[src/rtl/rs_pkg.sv]
// Shared reservation-station definitions, also used by the register-read stage
// to build operand fields (value, or ROB tag in the low bits when not ready).
package rs_pkg;

    localparam int RS_DEPTH     = 4;
    localparam int RS_TAGW      = 6;
    localparam int OPND_TAG_LSB = 0;

    // Instruction control payload carried unchanged from dispatch to issue
    typedef struct packed {
        logic [3:0]  fucontrol;
        logic [31:0] imm;
        logic [31:0] bpc;
        logic        rd_en;
    } rs_ctrl_t;

    // One source operand: den=1 means data is a value, den=0 means data holds a tag
    typedef struct packed {
        logic        den;
        logic [31:0] data;
    } rs_opnd_t;

endpackage

[src/rtl/rs_pick.sv]
// Lowest-index priority encoder: one-hot grant of the lowest set request bit.
module rs_pick #(
    parameter int N = 4
) (
    input  logic [N-1:0] req,
    output logic [N-1:0] grant,
    output logic         found
);

    // Isolate the lowest set bit with the two's-complement trick
    assign grant = req & (~req + N'(1));
    assign found = |req;

endmodule

[src/rtl/reservation_station.sv]
// Reservation station: holds dispatched instructions until both operands are
// values (captured from dispatch or the two CDB ports), then moves the
// lowest-index ready entry into a single registered issue slot.
module reservation_station
    import rs_pkg::*;
#(
    parameter int DEPTH = RS_DEPTH,
    parameter int TAGW  = RS_TAGW
) (
    input  logic            clk,
    input  logic            rst,
    input  logic            flush,

    input  logic            d1_valid,
    input  logic            d1_res_en,
    input  logic [3:0]      d1_fucontrol,
    input  logic [31:0]     d1_imm,
    input  logic [31:0]     d1_bpc,
    input  logic            d1_rd_en,
    input  logic [TAGW-1:0] d1_rd_tag,
    input  logic [31:0]     d1_rs_data,
    input  logic [31:0]     d1_rt_data,
    input  logic            d1_rs_den,
    input  logic            d1_rt_den,

    input  logic            d2_valid,
    input  logic            d2_res_en,
    input  logic [3:0]      d2_fucontrol,
    input  logic [31:0]     d2_imm,
    input  logic [31:0]     d2_bpc,
    input  logic            d2_rd_en,
    input  logic [TAGW-1:0] d2_rd_tag,
    input  logic [31:0]     d2_rs_data,
    input  logic [31:0]     d2_rt_data,
    input  logic            d2_rs_den,
    input  logic            d2_rt_den,

    input  logic            cdb1_valid,
    input  logic [TAGW-1:0] cdb1_tag,
    input  logic [31:0]     cdb1_data,
    input  logic            cdb2_valid,
    input  logic [TAGW-1:0] cdb2_tag,
    input  logic [31:0]     cdb2_data,

    output logic            disp_ready,

    output logic            iss_valid,
    input  logic            iss_ready,
    output logic [3:0]      iss_fucontrol,
    output logic [31:0]     iss_imm,
    output logic [31:0]     iss_bpc,
    output logic            iss_rd_en,
    output logic [TAGW-1:0] iss_rd_tag,
    output logic [31:0]     iss_rs_data,
    output logic [31:0]     iss_rt_data,

    output logic [3:0]      occupancy
);

    logic [DEPTH-1:0] valid_q;
    rs_ctrl_t         ctrl_q [DEPTH];
    logic [TAGW-1:0]  tag_q  [DEPTH];
    rs_opnd_t         rs_q   [DEPTH];
    rs_opnd_t         rt_q   [DEPTH];
    logic [3:0]       occ_q;

    // Capture a CDB result into a waiting operand; cdb1 wins when both match
    function automatic rs_opnd_t resolve(
        input rs_opnd_t        op,
        input logic            c1v,
        input logic [TAGW-1:0] c1t,
        input logic [31:0]     c1d,
        input logic            c2v,
        input logic [TAGW-1:0] c2t,
        input logic [31:0]     c2d
    );
        rs_opnd_t r;
        r = op;
        if (!op.den) begin
            if (c1v && (op.data[OPND_TAG_LSB +: TAGW] == c1t)) begin
                r.den  = 1'b1;
                r.data = c1d;
            end else if (c2v && (op.data[OPND_TAG_LSB +: TAGW] == c2t)) begin
                r.den  = 1'b1;
                r.data = c2d;
            end
        end
        return r;
    endfunction

    // Dispatch-side operands with same-cycle CDB bypass applied
    rs_opnd_t d1_rs_in, d1_rt_in, d2_rs_in, d2_rt_in;
    rs_ctrl_t d1_ctrl, d2_ctrl;

    assign d1_rs_in = resolve(rs_opnd_t'({d1_rs_den, d1_rs_data}), cdb1_valid, cdb1_tag, cdb1_data,
                              cdb2_valid, cdb2_tag, cdb2_data);
    assign d1_rt_in = resolve(rs_opnd_t'({d1_rt_den, d1_rt_data}), cdb1_valid, cdb1_tag, cdb1_data,
                              cdb2_valid, cdb2_tag, cdb2_data);
    assign d2_rs_in = resolve(rs_opnd_t'({d2_rs_den, d2_rs_data}), cdb1_valid, cdb1_tag, cdb1_data,
                              cdb2_valid, cdb2_tag, cdb2_data);
    assign d2_rt_in = resolve(rs_opnd_t'({d2_rt_den, d2_rt_data}), cdb1_valid, cdb1_tag, cdb1_data,
                              cdb2_valid, cdb2_tag, cdb2_data);
    assign d1_ctrl  = rs_ctrl_t'({d1_fucontrol, d1_imm, d1_bpc, d1_rd_en});
    assign d2_ctrl  = rs_ctrl_t'({d2_fucontrol, d2_imm, d2_bpc, d2_rd_en});

    // Wakeup view of every stored operand
    rs_opnd_t rs_wk [DEPTH];
    rs_opnd_t rt_wk [DEPTH];
    logic [DEPTH-1:0] ready_vec;

    // Per-entry wakeup and readiness
    always_comb begin
        for (int i = 0; i < DEPTH; i++) begin
            rs_wk[i]     = resolve(rs_q[i], cdb1_valid, cdb1_tag, cdb1_data,
                                   cdb2_valid, cdb2_tag, cdb2_data);
            rt_wk[i]     = resolve(rt_q[i], cdb1_valid, cdb1_tag, cdb1_data,
                                   cdb2_valid, cdb2_tag, cdb2_data);
            ready_vec[i] = valid_q[i] & rs_q[i].den & rt_q[i].den;
        end
    end

    // Free-slot selection works on registered valids; an entry freed by this
    // edge's issue load is not reused until the next cycle.
    logic [DEPTH-1:0] free_oh1, free_oh2, ready_oh, slot2_oh;
    logic             free_found1, free_found2, ready_found;

    rs_pick #(.N(DEPTH)) u_pick_free1 (
        .req   (~valid_q),
        .grant (free_oh1),
        .found (free_found1)
    );

    rs_pick #(.N(DEPTH)) u_pick_free2 (
        .req   (~valid_q & ~free_oh1),
        .grant (free_oh2),
        .found (free_found2)
    );

    rs_pick #(.N(DEPTH)) u_pick_ready (
        .req   (ready_vec),
        .grant (ready_oh),
        .found (ready_found)
    );

    logic acc1, acc2, load;

    assign disp_ready = (occ_q <= 4'(DEPTH - 2));
    assign acc1       = d1_valid & d1_res_en & disp_ready & free_found1;
    assign acc2       = d2_valid & d2_res_en & disp_ready & (acc1 ? free_found2 : free_found1);
    assign slot2_oh   = acc1 ? free_oh2 : free_oh1;
    assign load       = ready_found & (~iss_valid | iss_ready);
    assign occupancy  = occ_q;

    // Payload of the entry chosen for the issue slot
    rs_ctrl_t        sel_ctrl;
    logic [TAGW-1:0] sel_tag;
    logic [31:0]     sel_rs, sel_rt;

    always_comb begin
        sel_ctrl = '0;
        sel_tag  = '0;
        sel_rs   = '0;
        sel_rt   = '0;
        for (int i = 0; i < DEPTH; i++) begin
            if (ready_oh[i]) begin
                sel_ctrl = ctrl_q[i];
                sel_tag  = tag_q[i];
                sel_rs   = rs_q[i].data;
                sel_rt   = rt_q[i].data;
            end
        end
    end

    // Entry storage: dispatch writes, wakeup captures, issue load frees
    always_ff @(posedge clk or posedge rst) begin
        if (rst) begin
            valid_q <= '0;
            for (int i = 0; i < DEPTH; i++) begin
                ctrl_q[i] <= '0;
                tag_q[i]  <= '0;
                rs_q[i]   <= '0;
                rt_q[i]   <= '0;
            end
        end else if (flush) begin
            valid_q <= '0;
        end else begin
            for (int i = 0; i < DEPTH; i++) begin
                if (acc1 && free_oh1[i]) begin
                    valid_q[i] <= 1'b1;
                    ctrl_q[i]  <= d1_ctrl;
                    tag_q[i]   <= d1_rd_tag;
                    rs_q[i]    <= d1_rs_in;
                    rt_q[i]    <= d1_rt_in;
                end else if (acc2 && slot2_oh[i]) begin
                    valid_q[i] <= 1'b1;
                    ctrl_q[i]  <= d2_ctrl;
                    tag_q[i]   <= d2_rd_tag;
                    rs_q[i]    <= d2_rs_in;
                    rt_q[i]    <= d2_rt_in;
                end else begin
                    if (load && ready_oh[i]) begin
                        valid_q[i] <= 1'b0;
                    end
                    rs_q[i] <= rs_wk[i];
                    rt_q[i] <= rt_wk[i];
                end
            end
        end
    end

    // Issue slot: load when empty or being consumed, otherwise hold
    always_ff @(posedge clk or posedge rst) begin
        if (rst) begin
            iss_valid     <= 1'b0;
            iss_fucontrol <= '0;
            iss_imm       <= '0;
            iss_bpc       <= '0;
            iss_rd_en     <= 1'b0;
            iss_rd_tag    <= '0;
            iss_rs_data   <= '0;
            iss_rt_data   <= '0;
        end else if (flush) begin
            iss_valid <= 1'b0;
        end else if (load) begin
            iss_valid     <= 1'b1;
            iss_fucontrol <= sel_ctrl.fucontrol;
            iss_imm       <= sel_ctrl.imm;
            iss_bpc       <= sel_ctrl.bpc;
            iss_rd_en     <= sel_ctrl.rd_en;
            iss_rd_tag    <= sel_tag;
            iss_rs_data   <= sel_rs;
            iss_rt_data   <= sel_rt;
        end else if (iss_ready) begin
            iss_valid <= 1'b0;
        end
    end

    // Occupancy tracks accepts minus loads into the issue slot
    always_ff @(posedge clk or posedge rst) begin
        if (rst) begin
            occ_q <= '0;
        end else if (flush) begin
            occ_q <= '0;
        end else begin
            occ_q <= occ_q + 4'(acc1) + 4'(acc2) - 4'(load);
        end
    end

endmodule

[config.mk]
export PLATFORM = sky130hd
export DESIGN_NAME = reservation_station
export DESIGN_NICKNAME = d
export VERILOG_FILES = /design/src/rtl/rs_pkg.sv /design/src/rtl/rs_pick.sv /design/src/rtl/reservation_station.sv
export SDC_FILE = /design/constraint.sdc
export NUM_CORES = 2
export LEC_CHECK = 0
export BUFFER_PORTS_ARGS = -buffer_cell sky130_fd_sc_hd__buf_4
export CORE_MARGIN = 2
export CORE_UTILIZATION = 45
export CTS_BUF_LIST = sky130_fd_sc_hd__clkbuf_8 sky130_fd_sc_hd__clkbuf_16
export CTS_CLUSTER_DIAMETER = 200
export DETAILED_ROUTE_END_ITERATION = 10
export PLACE_DENSITY = 0.65
export SLEW_MARGIN = 20
export SYNTH_ARGS = -nofsm -noshare
export SYNTH_HDL_FRONTEND = slang
export SYNTH_HIERARCHICAL = 1
export SYNTH_SLANG_ARGS = --single-unit
[constraint.sdc]
create_clock -name clk -period 25.7 [get_ports clk]
set_clock_uncertainty 0.2 [all_clocks]
set_input_delay 3.855 -clock clk [delete_from_list [all_inputs] [get_ports clk]]
set_output_delay 3.855 -clock clk [all_outputs]
set_load 0.02 [all_outputs]
==> impl_metrics.json <==
{
  "outcome": "finished clean",
  "synth_top_area_share_pct": 38.9,
  "yosys.area.top_type": "dfrtp_1",
  "worst-setup-path-type": "in2async",
  "ant_nets": 0,
  "clk_latency_ps": 690,
  "routed_via_density": 6.52,
  "regArea_um2": 17800,
  "crit_arrival_ps": 8000,
  "p_leak_nw": 21.4,
  "pwr-share-comb_pct": 35.4,
  "dr.pass1.iters": 9,
  "start_util_pct": 45.2,
  "synth_area_um2": 45800,
  "async_flop_share_pct": 100,
  "cts_tree": "built",
  "slowest_stage": "buf_4",
  "finalSetupViolCount": 0,
  "netSwitchingFraction_pct": 38.4,
  "ys_seq_area_share_pct": 38.9,
  "worst_pin_slew_ps": 1210,
  "min_path_type": "reg2reg",
  "path_cells": "buf_4 > inv_8 > buf_4 > buf_4 > buf_4 > buf_4",
  "rsz0062_at_grt": "no",
  "postCtsSetupBuffers": 0,
  "clock_path_buffers": 3,
  "hold_buffers": 0,
  "drt_wl_total_mm": 198,
  "layout-drive-gt1-share_pct": 14.8,
  "core-area_um2": 101000,
  "cp_num_buf_inv": 6,
  "synthMuxAreaShare_pct": 5.07,
  "synth_top_family_by_area": "compound AO/OA/AOI/OAI gates",
  "overflow": 0,
  "startpoint_type": "input pin",
  "max-slew-margin-rel_pct": 18.8,
  "internal-power_mw": 3.02,
  "port_buffers": 512,
  "cts_buffers": 85,
  "synth-main-ff-cell": "dfrtp_1",
  "fillers": 9725,
  "grt_max_degree": 207,
  "dieArea_um2": 104000,
  "clock_sink_count": 712,
  "wl_met3_mm": 26.9,
  "htreeDepth": 3,
  "synthXorXnorAreaFrac_pct": 2.79,
  "p_sw_mw": 1.88,
  "maxSlewViolCount": 0,
  "clock.fmax_mhz": 133,
  "crit_family": "buffers and inverters",
  "cap_viol_max_count": 0,
  "yosys.cell_types.count": 75,
  "synth_simple_gate_area_share_pct": 18.7,
  "grt_pass1_vias": 43900,
  "synth_fa_ha_area_share_pct": 0.224,
  "syn_to_final_growth_pct": 14.4,
  "synthesis.instances": 5684,
  "hold_viol_final": 0,
  "final_nets": 6133,
  "gp_congestion": 0.967,
  "ys_top_cells_by_area": "dfrtp_1 39%, nand2_1 8.8%, nor2_1 6.4%",
  "chipHeight_um": 323,
  "top_layer": "met5",
  "rows": 117,
  "crit_path_frequent_cell": "buf_4",
  "vias": 47000,
  "ys_warn_count": 6,
  "synth_seq_cells": 712,
  "wl_met1_mm": 76.9,
  "synth_edf_count": 0,
  "placed_area_um2": 49500,
  "crit_path_end_kind": "async pin",
  "pin_count": 513,
  "pwr-share-clk_pct": 25.2,
  "critPathRequiredTime_ps": 26170,
  "finalCritPeriodShare_pct": 29.3,
  "power_density_nw_per_um2": 93.6,
  "post-place-cells": 7039,
  "vdd_drop_max_mv": 0.0557,
  "fin_crit_ps": 7530,
  "tns_ps": 0,
  "stdcell_area_um2": 52400,
  "r2r_slack_ps": 20480,
  "die_x_um": 323,
  "hpwlAfterDp_mm": 118,
  "antenna_found_initial": 45,
  "multi_input_area_um2": 25400,
  "syn_area_per_cell_um2": 8.06,
  "routedWlPerCell_um": 27.4,
  "post_cts_resized": 0,
  "p_seq_share_pct": 39.4,
  "first_iter_violations": 7049,
  "cp_slowest_stage_delay_ps": 880,
  "clk_pin_slew_ps": 60,
  "syn-num-nets": 6059,
  "wl_met2_mm": 83.1,
  "crit_fanout": 127,
  "synth-compound-area-share_pct": 28.1,
  "grt_pass1_wl_mm": 288,
  "grt.total_usage_pct": 36.7,
  "cts_root_buf": "clkbuf_16",
  "fin_cells": 7214,
  "drc_errors": 0
}
==> routing by layer <==
layer	vias to the layer above	GRT usage, %
met1	22600	47.6
met2	3248	52.5
met4	48	19.9
li1	20500	-
met3	679	13.9
met5	-	0.602
==> worst paths after layout <==
kind / startpoint / to / depth (start not counted)
max reg2reg: valid_q[0]$_DFFE_PP0P_ / rs_q[87]$_DFFE_PP0P_ / 8
max: rst / rt_q[11]$_DFFE_PP0P_ / 6
min: rt_q[11]$_DFFE_PP0P_ / rt_q[11]$_DFFE_PP0P_ / 2
min reg2reg: rt_q[11]$_DFFE_PP0P_ / rt_q[11]$_DFFE_PP0P_ / 2
min in group asynchronous: rst / ctrl_q[199]$_DFFE_PP0P_ / 2
max in group clk: d1_valid / rt_q[46]$_DFFE_PP0P_ / 7
==> cell usage in the layout, fill, tap and decap left out, types with 28 or more instances in the layout <==
cell	Yosys	final
nand2_1	1077	1062
nor2_1	787	784
dfrtp_1	712	712
buf_4	10	584
a21oi_1	439	439
a31oi_1	329	329
mux2i_1	232	232
o21ai_0	185	185
a22o_1	160	160
a22oi_1	153	153
o21ai_1	118	114
o31ai_1	102	102
clkbuf_16	0	85
xnor2_1	77	77
xor2_1	69	69
inv_1	45	67
o22a_1	66	66
o221ai_1	63	63
nor3_1	51	45
o22ai_1	36	36
o41ai_1	35	35
a221oi_1	34	34
and4b_1	33	32
a211oi_1	32	32
o2bb2ai_1	28	28
==> state kept, by name, summed over array words and instances (netlist names) <==
register       count
iss_bpc           32
ctrl_q           276
valid_q            4
iss_rt_data       32
iss_valid          1
occupancy          4
iss_rs_data       32
rt_q             132
iss_fucontrol      4
iss_rd_en          1
rs_q             132
tag_q             24
iss_imm           32
iss_rd_tag         6
==> cell families (layout without fill, tap and decap cells) <==
logic type | count (synthesis) | count (layout)
AO/OA/AOI/OAI | 1862 | 1862
XOR/XNOR | 146 | 146
adder cells (fa/ha/maj) | 7 | 7
buffers and inverters | 647 | 787
flip-flops | 712 | 712
multiplexers | 232 | 232
other | 0 | 22
AND/OR/NAND/NOR | 2078 | 2078
==> worst min-delay path: cells and delay by family, from the launching register on <==
family | cells | cell delay [ps]
flip-flops | 1 | 340
AND/OR/NAND/NOR | 1 | 50
AO/OA/AOI/OAI | 1 | 50
==> synth_stat cells, types with 5 or more instances <==
cell type	number
o221ai_1	63
ha_1	5
buf_2	53
o41ai_2	26
nor2b_1	5
a22o_1	160
a221oi_2	12
nor4_4	5
or3_1	11
a31oi_1	329
mux2i_1	232
clkbuf_1	450
o21ai_0	185
and4b_1	33
a21oi_1	439
a221oi_4	20
nand4_1	18
buf_6	27
o22a_1	66
nand3_1	11
buf_1	33
clkbuf_4	26
nor3_1	51
a211oi_1	32
a221oi_1	34
nor2_1	787
xor2_1	69
xnor2_1	77
inv_1	45
dfrtp_1	712
o22ai_1	36
and2_1	12
buf_4	10
a22oi_1	153
nand3b_1	14
o21ai_1	118
o2bb2ai_1	28
o41ai_1	35
o31ai_1	102
and3_1	7
nand2_1	1077
nor4_1	8
==> power by group through the flow <==
stage / sequential [mW] / clock, mW / combinational [mW]
final: 1.93 / 1.24 / 1.73
after global routing: 1.98 / 1.29 / 1.89
after CTS: 1.92 / 1.25 / 1.72
after detailed placement: 1.94 / 0 / 1.71
after global placement: 1.92 / 0 / 1.68
after floorplan: 1.99 / 0 / 1.02
==> cell type report <==
class,count,share of cell area (%)
Inverter,47,0.351
Clock inverter,52,0.922
Sequential cell,712,34.0
Multi-Input combinational cell,4325,48.4
Tap cell,1368,3.27
Timing Repair Buffer,587,8.48
Clock buffer,101,4.48
Antenna cell,22,0.105
==> metrics by stage <==
stage          util, %  hold slack (ps)  setup slack [ps]  power, mW
3_3_place_gp      48.9              255             17370       3.60
4_1_cts           51.7              276             18100       4.88
3_5_place_dp      48.9              260             17400       3.65
6_report          51.7              277             18170       4.90
5_1_grt           51.7              291             17630       5.16
2_1_floorplan        -              243              1670       3.01
Power figures use the tool's default switching activity.
